**src/rtl/ssd_scan_ctrl.sv**
```systemverilog
// Eight-digit seven-segment scan multiplexer with per-frame shadow capture,
// per-digit blank/dot/blink control and an anti-ghosting guard at each digit switch.
module ssd_scan_ctrl #(
    parameter int NUM_DIGITS   = 8,
    parameter int SCAN_DIV     = 262144,
    parameter int GUARD        = 64,
    parameter int BLINK_FRAMES = 32
) (
    input  logic                    board_clk,
    input  logic                    Reset,
    input  logic [4*NUM_DIGITS-1:0] digits,
    input  logic [NUM_DIGITS-1:0]   dp_on,
    input  logic [NUM_DIGITS-1:0]   blank,
    input  logic [NUM_DIGITS-1:0]   blink,
    output logic [7:0]              an,
    output logic [6:0]              seg,
    output logic                    dp,
    output logic                    frame_tick
);
    localparam int PW = (SCAN_DIV > 1) ? $clog2(SCAN_DIV) : 1;
    localparam int FW = (BLINK_FRAMES > 1) ? $clog2(BLINK_FRAMES) : 1;
    localparam logic [PW-1:0] PC_LAST  = PW'(SCAN_DIV - 1);
    localparam logic [PW-1:0] GUARD_V  = PW'(GUARD);
    localparam logic [FW-1:0] FC_LAST  = FW'(BLINK_FRAMES - 1);
    localparam logic [2:0]    IDX_LAST = 3'(NUM_DIGITS - 1);

    function automatic logic [6:0] hex7(input logic [3:0] v);
        case (v)
            4'h0: hex7 = 7'b0000001;
            4'h1: hex7 = 7'b1001111;
            4'h2: hex7 = 7'b0010010;
            4'h3: hex7 = 7'b0000110;
            4'h4: hex7 = 7'b1001100;
            4'h5: hex7 = 7'b0100100;
            4'h6: hex7 = 7'b0100000;
            4'h7: hex7 = 7'b0001111;
            4'h8: hex7 = 7'b0000000;
            4'h9: hex7 = 7'b0000100;
            4'hA: hex7 = 7'b0001000;
            4'hB: hex7 = 7'b1100000;
            4'hC: hex7 = 7'b0110001;
            4'hD: hex7 = 7'b1000010;
            4'hE: hex7 = 7'b0110000;
            default: hex7 = 7'b0111000;
        endcase
    endfunction

    logic [PW-1:0]           pcnt_q, pcnt_d;
    logic [2:0]              idx_q, idx_d;
    logic [FW-1:0]           fcnt_q, fcnt_d;
    logic                    bph_q, bph_d;
    logic [4*NUM_DIGITS-1:0] dig_q;
    logic [NUM_DIGITS-1:0]   dpon_q, blank_q, blink_q;
    logic [7:0]              an_q, an_d;
    logic [6:0]              seg_q, seg_d;
    logic                    dp_q, dp_d;
    logic                    tick_q;

    logic       pcnt_last, frame_end, dark, guard;
    logic [3:0] cur_dig;
    logic       cur_dp, cur_blank, cur_blink;

    always_comb begin
        pcnt_last = (pcnt_q == PC_LAST);
        frame_end = pcnt_last && (idx_q == IDX_LAST);
        pcnt_d    = pcnt_last ? '0 : pcnt_q + 1'b1;
        idx_d     = idx_q;
        if (pcnt_last)
            idx_d = (idx_q == IDX_LAST) ? 3'd0 : idx_q + 3'd1;
        fcnt_d = fcnt_q;
        bph_d  = bph_q;
        if (frame_end) begin
            fcnt_d = (fcnt_q == FC_LAST) ? '0 : fcnt_q + 1'b1;
            if (fcnt_q == FC_LAST)
                bph_d = ~bph_q;
        end

        // Pick the current digit's shadow fields without an oversized index select.
        cur_dig   = 4'h0;
        cur_dp    = 1'b0;
        cur_blank = 1'b0;
        cur_blink = 1'b0;
        for (int i = 0; i < NUM_DIGITS; i++) begin
            if (idx_q == 3'(i)) begin
                cur_dig   = dig_q[4*i +: 4];
                cur_dp    = dpon_q[i];
                cur_blank = blank_q[i];
                cur_blink = blink_q[i];
            end
        end

        guard = (GUARD != 0) && (pcnt_q < GUARD_V);
        dark  = cur_blank | (cur_blink & bph_q) | guard;
        an_d  = 8'hFF;
        if (!dark)
            an_d[idx_q] = 1'b0;
        seg_d = dark ? 7'h7F : hex7(cur_dig);
        dp_d  = dark | ~cur_dp;
    end

    always_ff @(posedge board_clk or posedge Reset) begin
        if (Reset) begin
            pcnt_q  <= '0;
            idx_q   <= 3'd0;
            fcnt_q  <= '0;
            bph_q   <= 1'b0;
            dig_q   <= '0;
            dpon_q  <= '0;
            blank_q <= '0;
            blink_q <= '0;
            an_q    <= 8'hFF;
            seg_q   <= 7'h7F;
            dp_q    <= 1'b1;
            tick_q  <= 1'b0;
        end else begin
            pcnt_q <= pcnt_d;
            idx_q  <= idx_d;
            fcnt_q <= fcnt_d;
            bph_q  <= bph_d;
            an_q   <= an_d;
            seg_q  <= seg_d;
            dp_q   <= dp_d;
            tick_q <= frame_end;
            if (frame_end) begin
                dig_q   <= digits;
                dpon_q  <= dp_on;
                blank_q <= blank;
                blink_q <= blink;
            end
        end
    end

    assign an         = an_q;
    assign seg        = seg_q;
    assign dp         = dp_q;
    assign frame_tick = tick_q;
endmodule

```
**config.mk**
```make
export PLATFORM = sky130hd
export DESIGN_NAME = ssd_scan_ctrl
export DESIGN_NICKNAME = d
export VERILOG_FILES = /design/src/rtl/ssd_scan_ctrl.sv
export SDC_FILE = /design/constraint.sdc
export NUM_CORES = 1
export LEC_CHECK = 0
export ABC_AREA = 1
export BUFFER_PORTS_ARGS = -buffer_cell sky130_fd_sc_hd__clkbuf_2
export CORE_UTILIZATION = 52
export CTS_CLUSTER_DIAMETER = 60
export DETAILED_ROUTE_END_ITERATION = 8
export PLACE_DENSITY = 0.73
export SYNTH_ARGS = -nofsm -noshare
export SYNTH_HDL_FRONTEND = slang
export SYNTH_SLANG_ARGS = --single-unit
```
**constraint.sdc**
```tcl
create_clock -name board_clk -period 3.4 [get_ports board_clk]
set_input_delay 0.68 -clock board_clk [delete_from_list [all_inputs] [get_ports board_clk]]
set_output_delay 0.68 -clock board_clk [all_outputs]
set_load 0.01 [all_outputs]
```
==> results.yml, run 1 <==
yosys:
  synth_edf_count: 0
  synth_top_cell_area_share_pct: 42.09
  synth.most_common_cell: "nand2_1"
  yosysTopAreaCell: "dfrtp_1"
  synth_area_leaders: "dfrtp_1 (42%), nand2_1 (18%), dfstp_2 (8.4%), inv_1 (5.3%), nand3_1 (3.8%)"
  synthArstFlopShare_pct: 100.0
  synth_area_um2: 4994
  syn_inst: 619
  ys_top_cells_by_count: "nand2_1 (239), dfrtp_1 (84), inv_1 (70), nand3_1 (38), nor2_1 (35)"
  ys_ff_latch: 100
  ys_types: 36
  syn_nets: 692
  yosysWarningCount: 0
  synth.avg_cell_area_um2: 8.067
  ys.flop_type: "dfrtp_1"
  synth_seq_area_share_pct: 50.51
clock_tree:
  root_buffer: "clkbuf_8"
  insertion_delay_ns: 0.36
  cts_tree: "built"
  clk_pin_slew_worst_paths_ns: 0.10
  clkSinkCount: 100
  htreeDepth: 3
  cts_hold_buf: 0
  cts_resized: 0
  numCtsBuffers: 9
  clk_path_buf_depth: 2
  cts_setup_buffers: 0
worst_setup_path:
  critPathRequiredTime_ns: 3.67
  crit_chain: "inv_1, ha_1, inv_1, nor2_1, nand2_1, nand3_1, nand3_1, nand2_1, nand2_1, nand2_1, nand2_1, nand2_1, inv_1, ha_1, nand2_1, nand2_1, nand2_1, nand3_1"
  worstSetupEndpointType: "flip-flop"
  arrival_ns: 3.03
  start_kind: "flip-flop"
  critPathMaxStageDelay_ns: 0.45
  slowest_stage: "dfrtp_1"
  crit_family: "simple AND/OR/NAND/NOR gates"
  cp_max_fo: 7
  critical_path_class: "reg2reg"
  worst-path-buf-inv: 3
  crit_start: "idx_q[1]$_DFFE_PP0N_"
  reg2reg_from: "idx_q[1]$_DFFE_PP0N_"
  critPathMostFrequentCell: "nand2_1"
placed_design:
  gp_congestion: 0.8353
  place.port_buffers: 74
  post-dp-hpwl_mm: 7.592
power:
  powerDensity_nw_per_um2: 358.7
  leakagePower_nw: 2.834
  vdd_drop_max_mv: 0.2133
  total_power_mw: 2.009
route:
  drc: 0
  wl_per_cell_um: 12.74
  wirelength_mm: 10.48
  firstDrtPassIters: 4
  drtIter0Drc: 247
  vias: 4094
  ant_nets: 0
  routed_via_density: 4.981
global_routing:
  grt_max_degree: 52
  grt_pass1_wl_mm: 18.51
  grt.total_usage_pct: 23.49
  antenna_found_initial: 0
  first_global_vias: 4095
  grt-ovfl-total: 0
run:
  drv_cap: 0
floorplan:
  die_h_um: 100.0
  rows: 35
  core-area_um2: 9284
  dieArea_um2: 9999
  pin_count: 75
  die_x_um: 100.0
  initial_core_util_pct: 53.79
timing:
  fin_crit_sh_pct: 80.94
  finalHoldViolations: 0
  fin_crit_ns: 2.752
  setup_tns_ns: 0
  worst_slew_pin_slew_ns: 0.6260
  timing.fmax_ghz: 0.3634
  rsz0062_at_grt: "no"
  relSlewSlack_pct: 58.27
  slew_viol_final: 0
  setup_viol: 0
  skew_ns: 0.01543
  hold_ws_ns: 0.3899
finish:
  fin_util_pct: 60.32
  drive_above_1_share_pct: 17.89
  num_antenna_cells: 0
  syn2layout_area_growth_pct: 12.15
  nets: 761
worst_hold_path:
  hp-class: "in2async"
run_status:
  status: "finished clean"
cell usage in the layout (no fill, tap or decap), types with 2 or more instances in the layout:
| cell | instances |
|---|---|
| xor2_1 | 9 |
| nand3b_1 | 2 |
| clkbuf_8 | 9 |
| nand4_1 | 6 |
| inv_2 | 2 |
| dfrtp_1 | 84 |
| clkbuf_2 | 74 |
| inv_6 | 2 |
| xnor2_1 | 5 |
| o211ai_1 | 2 |
| inv_1 | 69 |
| nand3_2 | 3 |
| ha_1 | 15 |
| o21ai_1 | 9 |
| clkbuf_1 | 2 |
| buf_4 | 2 |
| nor2_2 | 2 |
| nor4_1 | 4 |
| dfstp_2 | 16 |
| o21ai_0 | 30 |
| nand2_2 | 2 |
| or2_2 | 2 |
| nand3_1 | 38 |
| nor2_1 | 35 |
| a21oi_1 | 13 |
| nand2_1 | 239 |
| inv_4 | 2 |
| nor3_1 | 2 |
state kept, by name (all words and copies together) (netlist names):
register and flops:
an 8, blank_q 8, blink_q 8, bph_q 1, dig_q 32, dp 1, dpon_q 8, fcnt_q 5
frame_tick 1, idx_q 3, pcnt_q 18, seg 7
where the power goes:
| part | internal (mW) | total (mW) | switching [mW] | leakage [nW] |
|---|---|---|---|---|
| sequential | 1.19 | 1.19 | 0 | 1.03 |
| clock | 0.347 | 0.760 | 0.413 | 0.0983 |
| combinational | 0.0254 | 0.0592 | 0.0338 | 1.70 |
| total | 1.56 | 2.01 | 0.447 | 2.83 |
cell families (layout without fill, tap and decap cells):
kind of cell               after synthesis  count (layout)  synth area share (%)
AOI/OAI and AO/OA                       59              59                 6.289
buffers and inverters                   92             166                 8.645
xor gates and xnor gates                14              14                 2.456
DFF                                    100             100                 50.51
adders and majority gates               15              15                 3.758
and+or+nand+nor                        339             339                 28.34
worst register-to-register path, stage by stage, from the launching register on:
cell and delay [ns]:
dfrtp_1 0.45, inv_1 0.14, ha_1 0.34, inv_1 0.18, nor2_1 0.28, nand2_1 0.09, nand3_1 0.09, nand3_1 0.07
nand2_1 0.08, nand2_1 0.06, nand2_1 0.06, nand2_1 0.05, nand2_1 0.12, inv_1 0.13, ha_1 0.31, nand2_1 0.07
nand2_1 0.05, nand2_1 0.05, nand3_1 0.07
cell type report:
type	instances	area (µm²)
clock inverter	5	61.31
clock buffer	11	131.4
inverter	73	279.0
sequential	100	2522
multi-input combinational	427	2039
fill	871	3684
timing repair buffer	77	405.4
tap	129	161.4
through the flow:
step | cells | instance area, µm² | setup WS, ns
floorplan | 619 | 4994 | 0.1277
detailed placement | 806 | 5408 | 0.6666
finish | 822 | 5600 | 0.6480
global placement | 806 | 5408 | 0.7767
global route | 822 | 5600 | 0.3517
CTS | 822 | 5600 | 0.6589
per-layer routing:
layer,GRT usage (%),up-vias,wire (µm)
li1,-,2060,-
met1,29.97,1940,4740
met2,41.22,79,5178
met3,3.273,15,378
met4,8.027,0,177
met5,0,-,0
path summary, 6_finish.rpt:
path                                         end  slack [ns]  cells after the start
hold reg to reg              pcnt_q[0]$_DFF_PP0_        0.47                      1
max in group asynchronous       seg[5]$_DFF_PP1_        2.26                      3
hold / removal             dpon_q[2]$_DFFE_PP0P_        0.39                      2
min in group board_clk       pcnt_q[0]$_DFF_PP0_        0.47                      1
setup reg to reg                seg[3]$_DFF_PP1_        0.65                     18
setup / recovery                seg[3]$_DFF_PP1_        0.65                     18
(Power assumes the default switching activity.)
==> run 2: changes to the inputs <==
--- a/config.mk
+++ b/config.mk
@@ -7,10 +7,10 @@
 export LEC_CHECK = 0
 export ABC_AREA = 1
 export BUFFER_PORTS_ARGS = -buffer_cell sky130_fd_sc_hd__clkbuf_2
-export CORE_UTILIZATION = 52
+export CORE_UTILIZATION = 57
 export CTS_CLUSTER_DIAMETER = 60
 export DETAILED_ROUTE_END_ITERATION = 8
-export PLACE_DENSITY = 0.73
+export PLACE_DENSITY = 0.76
 export SYNTH_ARGS = -nofsm -noshare
 export SYNTH_HDL_FRONTEND = slang
 export SYNTH_SLANG_ARGS = --single-unit
==> constraint.sdc (replaced) <==
create_clock -name board_clk -period 2.87 [get_ports board_clk]
set_input_delay 0.574 -clock board_clk [delete_from_list [all_inputs] [get_ports board_clk]]
set_output_delay 0.574 -clock board_clk [all_outputs]
set_load 0.01 [all_outputs]
==> results.yml, run 2 (synthesized netlist as in run 1, its figures left out) <==
run_status:
  status: "finished clean"
finish:
  largest_register_ff_count: 32
  nets: 761
  fill_cells: 708
  drive_above_1_share_pct: 18.47
  reg.largest.list: "dig_q x32, pcnt_q x18"
  num_antenna_cells: 0
  final_common_cell: "nand2_1"
  fin_util_pct: 67.10
  syn2layout_area_growth_pct: 12.08
  max_flop_register: "dig_q"
  final_cell_mix: "nand2_1 (239), dfrtp_1 (83), clkbuf_2 (74), inv_1 (69), nand3_1 (38)"
power:
  seq_power_share_pct: 58.9
  power_switching_mw: 0.5271
  pwr-share-comb_pct: 2.8
  p_clk_share_pct: 38.3
  powerDensity_nw_per_um2: 427.4
  total_power_mw: 2.392
  leakagePower_nw: 2.830
  p_sw_share_pct: 22.04
  p_int_mw: 1.865
  vdd_drop_max_mv: 0.2455
floorplan:
  rows: 33
  dieArea_um2: 9139
  core-area_um2: 8341
  die_h_um: 95.60
  initial_core_util_pct: 59.87
  pin_count: 75
  die_x_um: 95.60
worst_setup_path:
  arrival_ns: 2.84
  critPathMaxStageDelay_ns: 0.44
  critical_path_class: "reg2reg"
  r2r_setup_slack_ns: 0.31
  reg2reg_from: "idx_q[1]$_DFFE_PP0N_"
  worst-path-buf-inv: 3
  crit_chain: "inv_1, ha_1, nand2_1, inv_1, a21oi_1, nand2_1, nand2_1, nand2_1, nand2_1, inv_1, ha_1, nand2_1, nand2_1, nand2_1, nand3_1"
  cp_max_fo: 9
  critPathMostFrequentCell: "nand2_1"
  crit_start: "idx_q[1]$_DFFE_PP0N_"
  reg2regPathDepth: 15
  crit_family: "simple AND/OR/NAND/NOR gates"
  critPathRequiredTime_ns: 3.14
  start_kind: "flip-flop"
  critical_path_cell_count: 15
  worstSetupEndpointType: "flip-flop"
  slowest_stage: "dfrtp_1"
timing:
  timing.fmax_ghz: 0.3903
  slew_viol_final: 0
  fin_crit_sh_pct: 89.28
  worst_slew_pin_slew_ns: 0.6384
  fin_crit_ns: 2.562
  fin_ws_ns: 0.3078
  skew_ns: 0.007445
  setup_tns_ns: 0
  hold_ws_ns: 0.3416
  relSlewSlack_pct: 57.38
  finalHoldViolations: 0
  rsz0062_at_grt: "no"
  setup_viol: 0
clock_tree:
  cts_setup_buffers: 0
  numCtsBuffers: 9
  insertion_delay_ns: 0.36
  htreeDepth: 3
  root_buffer: "clkbuf_8"
  clk_path_buf_depth: 2
  clk_pin_slew_worst_paths_ns: 0.09
  cts_hold_buf: 0
  cts_resized: 0
  clkSinkCount: 100
  cts_tree: "built"
global_routing:
  grt-ovfl-total: 0
  grt_pass1_wl_mm: 17.75
  antenna_found_initial: 0
  grt_max_degree: 101
  grt.total_usage_pct: 25.29
  first_global_vias: 4094
route:
  wirelength_mm: 10.45
  drc: 0
  drtIter0Drc: 219
  routed_via_density: 5.259
  ant_nets: 0
  wl_per_cell_um: 13.10
  firstDrtPassIters: 5
  vias: 4197
worst_hold_path:
  hp-class: "in2async"
placed_design:
  dp_slack_ns: 0.2813
  place.port_buffers: 74
  post-dp-hpwl_mm: 7.547
  gp_congestion: 0.9111
run:
  drv_cap: 0
## run 2: cell types whose count changed in the layout (fill, tap and decap cells not counted), sizes merged
cell      previous run  this run
clkinvlp             0         3
inv                 75        72
clkbuf              85        84
clkinv               2         3
## run 2: layer usage
metal  global-route usage (%)  vias to the layer above  wire (µm)
met5                        0                        -          0
met4                    9.701                        0        180
li1                         -                     2053          -
met1                    32.06                     2016       4793
met3                    4.067                       20        473
met2                    43.39                      108       5004
## run 2: cell type report
class                      count  area, µm²  share of cell area [%]
clock inverter                 6      63.81                   1.140
timing repair buffer          77      417.9                   7.467
sequential                   100       2524                   45.09
inverter                      73      280.3                   5.008
tap                          105      131.4                   2.347
clock buffer                  10      137.6                   2.459
multi-input combinational    427       2042                   36.49
## run 2: final timing paths
check | to
max reg2reg | seg[3]$_DFF_PP1_
min | blank_q[1]$_DFFE_PP0P_
max in group asynchronous | idx_q[2]$_DFFE_PP0N_
min in group board_clk | dig_q[7]$_DFFE_PP0P_
max | seg[3]$_DFF_PP1_
min reg2reg | pcnt_q[0]$_DFF_PP0_
## run 2: power by group through the flow
stage | Clock [mW] | Sequential (mW) | Combinational [mW]
2_1_floorplan | 0 | 1.44 | 0.0206
3_3_place_gp | 0 | 1.44 | 0.0689
3_5_place_dp | 0 | 1.44 | 0.0700
4_1_cts | 0.928 | 1.41 | 0.0703
5_1_grt | 0.977 | 1.41 | 0.0783
6_report | 0.915 | 1.41 | 0.0679
## run 2: through the flow
stage / area [µm²] / std cells
floorplan: 4997 / 619
global placement: 5391 / 782
detailed placement: 5391 / 782
CTS: 5593 / 798
global route: 5597 / 798
finish: 5597 / 798
## run 2: worst reg2reg max path, cell delays in order (launching register included)
cell and delay [ns]:
dfrtp_1 0.44, inv_1 0.12, ha_1 0.28, nand2_1 0.29
inv_1 0.20, a21oi_1 0.17, nand2_1 0.07, nand2_1 0.07
nand2_1 0.05, nand2_1 0.12, inv_1 0.12, ha_1 0.31
nand2_1 0.06, nand2_1 0.05, nand2_1 0.05, nand3_1 0.07
==> run 3: changes to the inputs <==
--- a/config.mk
+++ b/config.mk
@@ -7,10 +7,12 @@
 export LEC_CHECK = 0
 export ABC_AREA = 1
 export BUFFER_PORTS_ARGS = -buffer_cell sky130_fd_sc_hd__clkbuf_2
-export CORE_UTILIZATION = 57
+export CELL_PAD_IN_SITES_DETAIL_PLACEMENT = 0
+export CELL_PAD_IN_SITES_GLOBAL_PLACEMENT = 1
+export CORE_UTILIZATION = 35
 export CTS_CLUSTER_DIAMETER = 60
 export DETAILED_ROUTE_END_ITERATION = 8
-export PLACE_DENSITY = 0.76
+export PLACE_DENSITY = 0.64
 export SYNTH_ARGS = -nofsm -noshare
 export SYNTH_HDL_FRONTEND = slang
 export SYNTH_SLANG_ARGS = --single-unit
==> results.yml, run 3 (synthesized netlist as in run 1, its figures left out) <==
worst_setup_path:
  critical_path_cell_count: 18
  reg2regPathDepth: 18
  start_kind: "flip-flop"
  crit_family: "simple AND/OR/NAND/NOR gates"
  worst-path-buf-inv: 3
  critical_path_class: "reg2reg"
  cp_max_fo: 7
  critPathRequiredTime_ns: 3.13
  slowest_stage: "dfrtp_1"
  crit_chain: "inv_1, ha_2, inv_1, nor2_1, nand2_1, nand3_1, nand3_1, nand2_1, nand2_1, nand2_1, nand2_1, nand2_1, inv_1, ha_1, nand2_1, nand2_1, nand2_1, nand3_1"
  critPathMaxStageDelay_ns: 0.43
  worstSetupEndpointType: "flip-flop"
  critPathMostFrequentCell: "nand2_1"
  arrival_ns: 2.79
clock_tree:
  clkSinkCount: 100
  clk_pin_slew_worst_paths_ns: 0.07
  cts_tree: "built"
  cts_hold_buf: 0
  htreeDepth: 3
  numCtsBuffers: 9
  root_buffer: "clkbuf_16"
  clk_path_buf_depth: 2
  insertion_delay_ns: 0.35
timing:
  timing.fmax_ghz: 0.3952
  rsz0062_at_grt: "no"
  fin_crit_sh_pct: 88.17
  setup_viol: 0
  hold_ws_ns: 0.2614
  fin_crit_ns: 2.531
  slew_viol_final: 0
  worst_slew_pin_slew_ns: 0.5529
  setup_tns_ns: 0
  relSlewSlack_pct: 63.06
  skew_ns: 0.005297
  finalHoldViolations: 0
floorplan:
  dieArea_um2: 14750
  core-area_um2: 13880
  die_h_um: 121.4
  initial_core_util_pct: 35.97
  die_x_um: 121.4
  rows: 43
  pin_count: 75
power:
  p_sw_share_pct: 21.03
  vdd_drop_max_mv: 0.2478
  powerDensity_nw_per_um2: 465.5
  p_int_mw: 2.138
  seq_power_share_pct: 52.1
  p_clk_share_pct: 45.4
  power_switching_mw: 0.5694
  leakagePower_nw: 2.896
  pwr-share-comb_pct: 2.5
global_routing:
  grt-ovfl-total: 0
  met1_usage_pct: 23.00
  first_global_vias: 3986
  grt_use_met2_pct: 26.38
  antenna_found_initial: 0
  use_met3_pct: 3.336
  grt_pass1_wl_mm: 19.25
  top_usage_layer: "met2"
  grt.total_usage_pct: 17.04
  grt_max_degree: 86
finish:
  final_cell_mix: "nand2_1 (239), dfrtp_1 (84), clkbuf_2 (74), inv_1 (69), nand3_1 (38)"
  max_flop_register: "dig_q"
  nets: 763
  num_antenna_cells: 0
  drive_above_1_share_pct: 18.56
  reg.largest.list: "dig_q x32, pcnt_q x18"
  fill_cells: 1479
  final_common_cell: "nand2_1"
  largest_register_ff_count: 32
  syn2layout_area_growth_pct: 16.46
worst_hold_path:
  hp-class: "in2async"
placed_design:
  gp_congestion: 0.8639
  place.port_buffers: 74
  post-dp-hpwl_mm: 8.356
route:
  wl_per_cell_um: 13.00
  firstDrtPassIters: 4
  drtIter0Drc: 211
  wirelength_mm: 11.38
  routed_via_density: 4.545
  drc: 0
  vias: 3977
  ant_nets: 0
run_status:
  status: "finished clean"
run:
  drv_cap: 0
run 3: metrics by stage:
stage | utilization (%) | instance area, µm² | setup WS (ns) | power [mW] | std cells
after floorplan | - | 4997 | 0.5895 | 1.457 | 619
after global placement | 39.72 | 5513 | 0.3334 | 1.507 | 859
after detailed placement | 39.72 | 5513 | 0.2216 | 1.508 | 859
after CTS | 41.88 | 5813 | 0.2129 | 2.759 | 875
after global routing | 41.90 | 5816 | 0.03393 | 2.819 | 875
final | 41.90 | 5816 | 0.3395 | 2.707 | 875
run 3: cell type report:
class	count	area [µm²]	area share [%]
clock inverter	6	61.31	1.054
clock buffer	10	239.0	4.109
timing repair buffer	79	445.4	7.659
tap	180	225.2	3.873
sequential	100	2522	43.37
multi-input combinational	427	2042	35.11
inverter	73	280.3	4.819
run 3: metal layers:
metal  share of wire, %  up-vias
met1                 49     1830
met3                4.0       14
met5                  0        -
met2                 45       65
li1                   -     2068
met4                1.9        0
run 3: power by group through the flow:
stage | clock network (mW) | registers [mW] | logic (mW)
after floorplan | 0 | 1.44 | 0.0206
after global placement | 0 | 1.44 | 0.0713
after detailed placement | 0 | 1.44 | 0.0722
after CTS | 1.28 | 1.41 | 0.0729
after global routing | 1.33 | 1.41 | 0.0794
final | 1.23 | 1.41 | 0.0687
run 3: repair_timing:
item | in CTS | in global routing
endpoints found under the setup margin | 0 | 3
setup buffers | 0 | 0
resized for setup | 0 | 1
run 3: path summary, 6_finish.rpt:
kind | slack (ns) | end | startpoint
min reg2reg | 0.46 | pcnt_q[0]$_DFF_PP0_ | pcnt_q[0]$_DFF_PP0_
max | 0.34 | seg[3]$_DFF_PP1_ | idx_q[1]$_DFFE_PP0N_
max in group asynchronous | 1.81 | dp$_DFF_PP1_ | Reset
min | 0.26 | pcnt_q[3]$_DFF_PP0_ | Reset
min in group board_clk | 0.42 | dpon_q[4]$_DFFE_PP0P_ | dp_on[4]
max reg2reg | 0.34 | seg[3]$_DFF_PP1_ | idx_q[1]$_DFFE_PP0N_
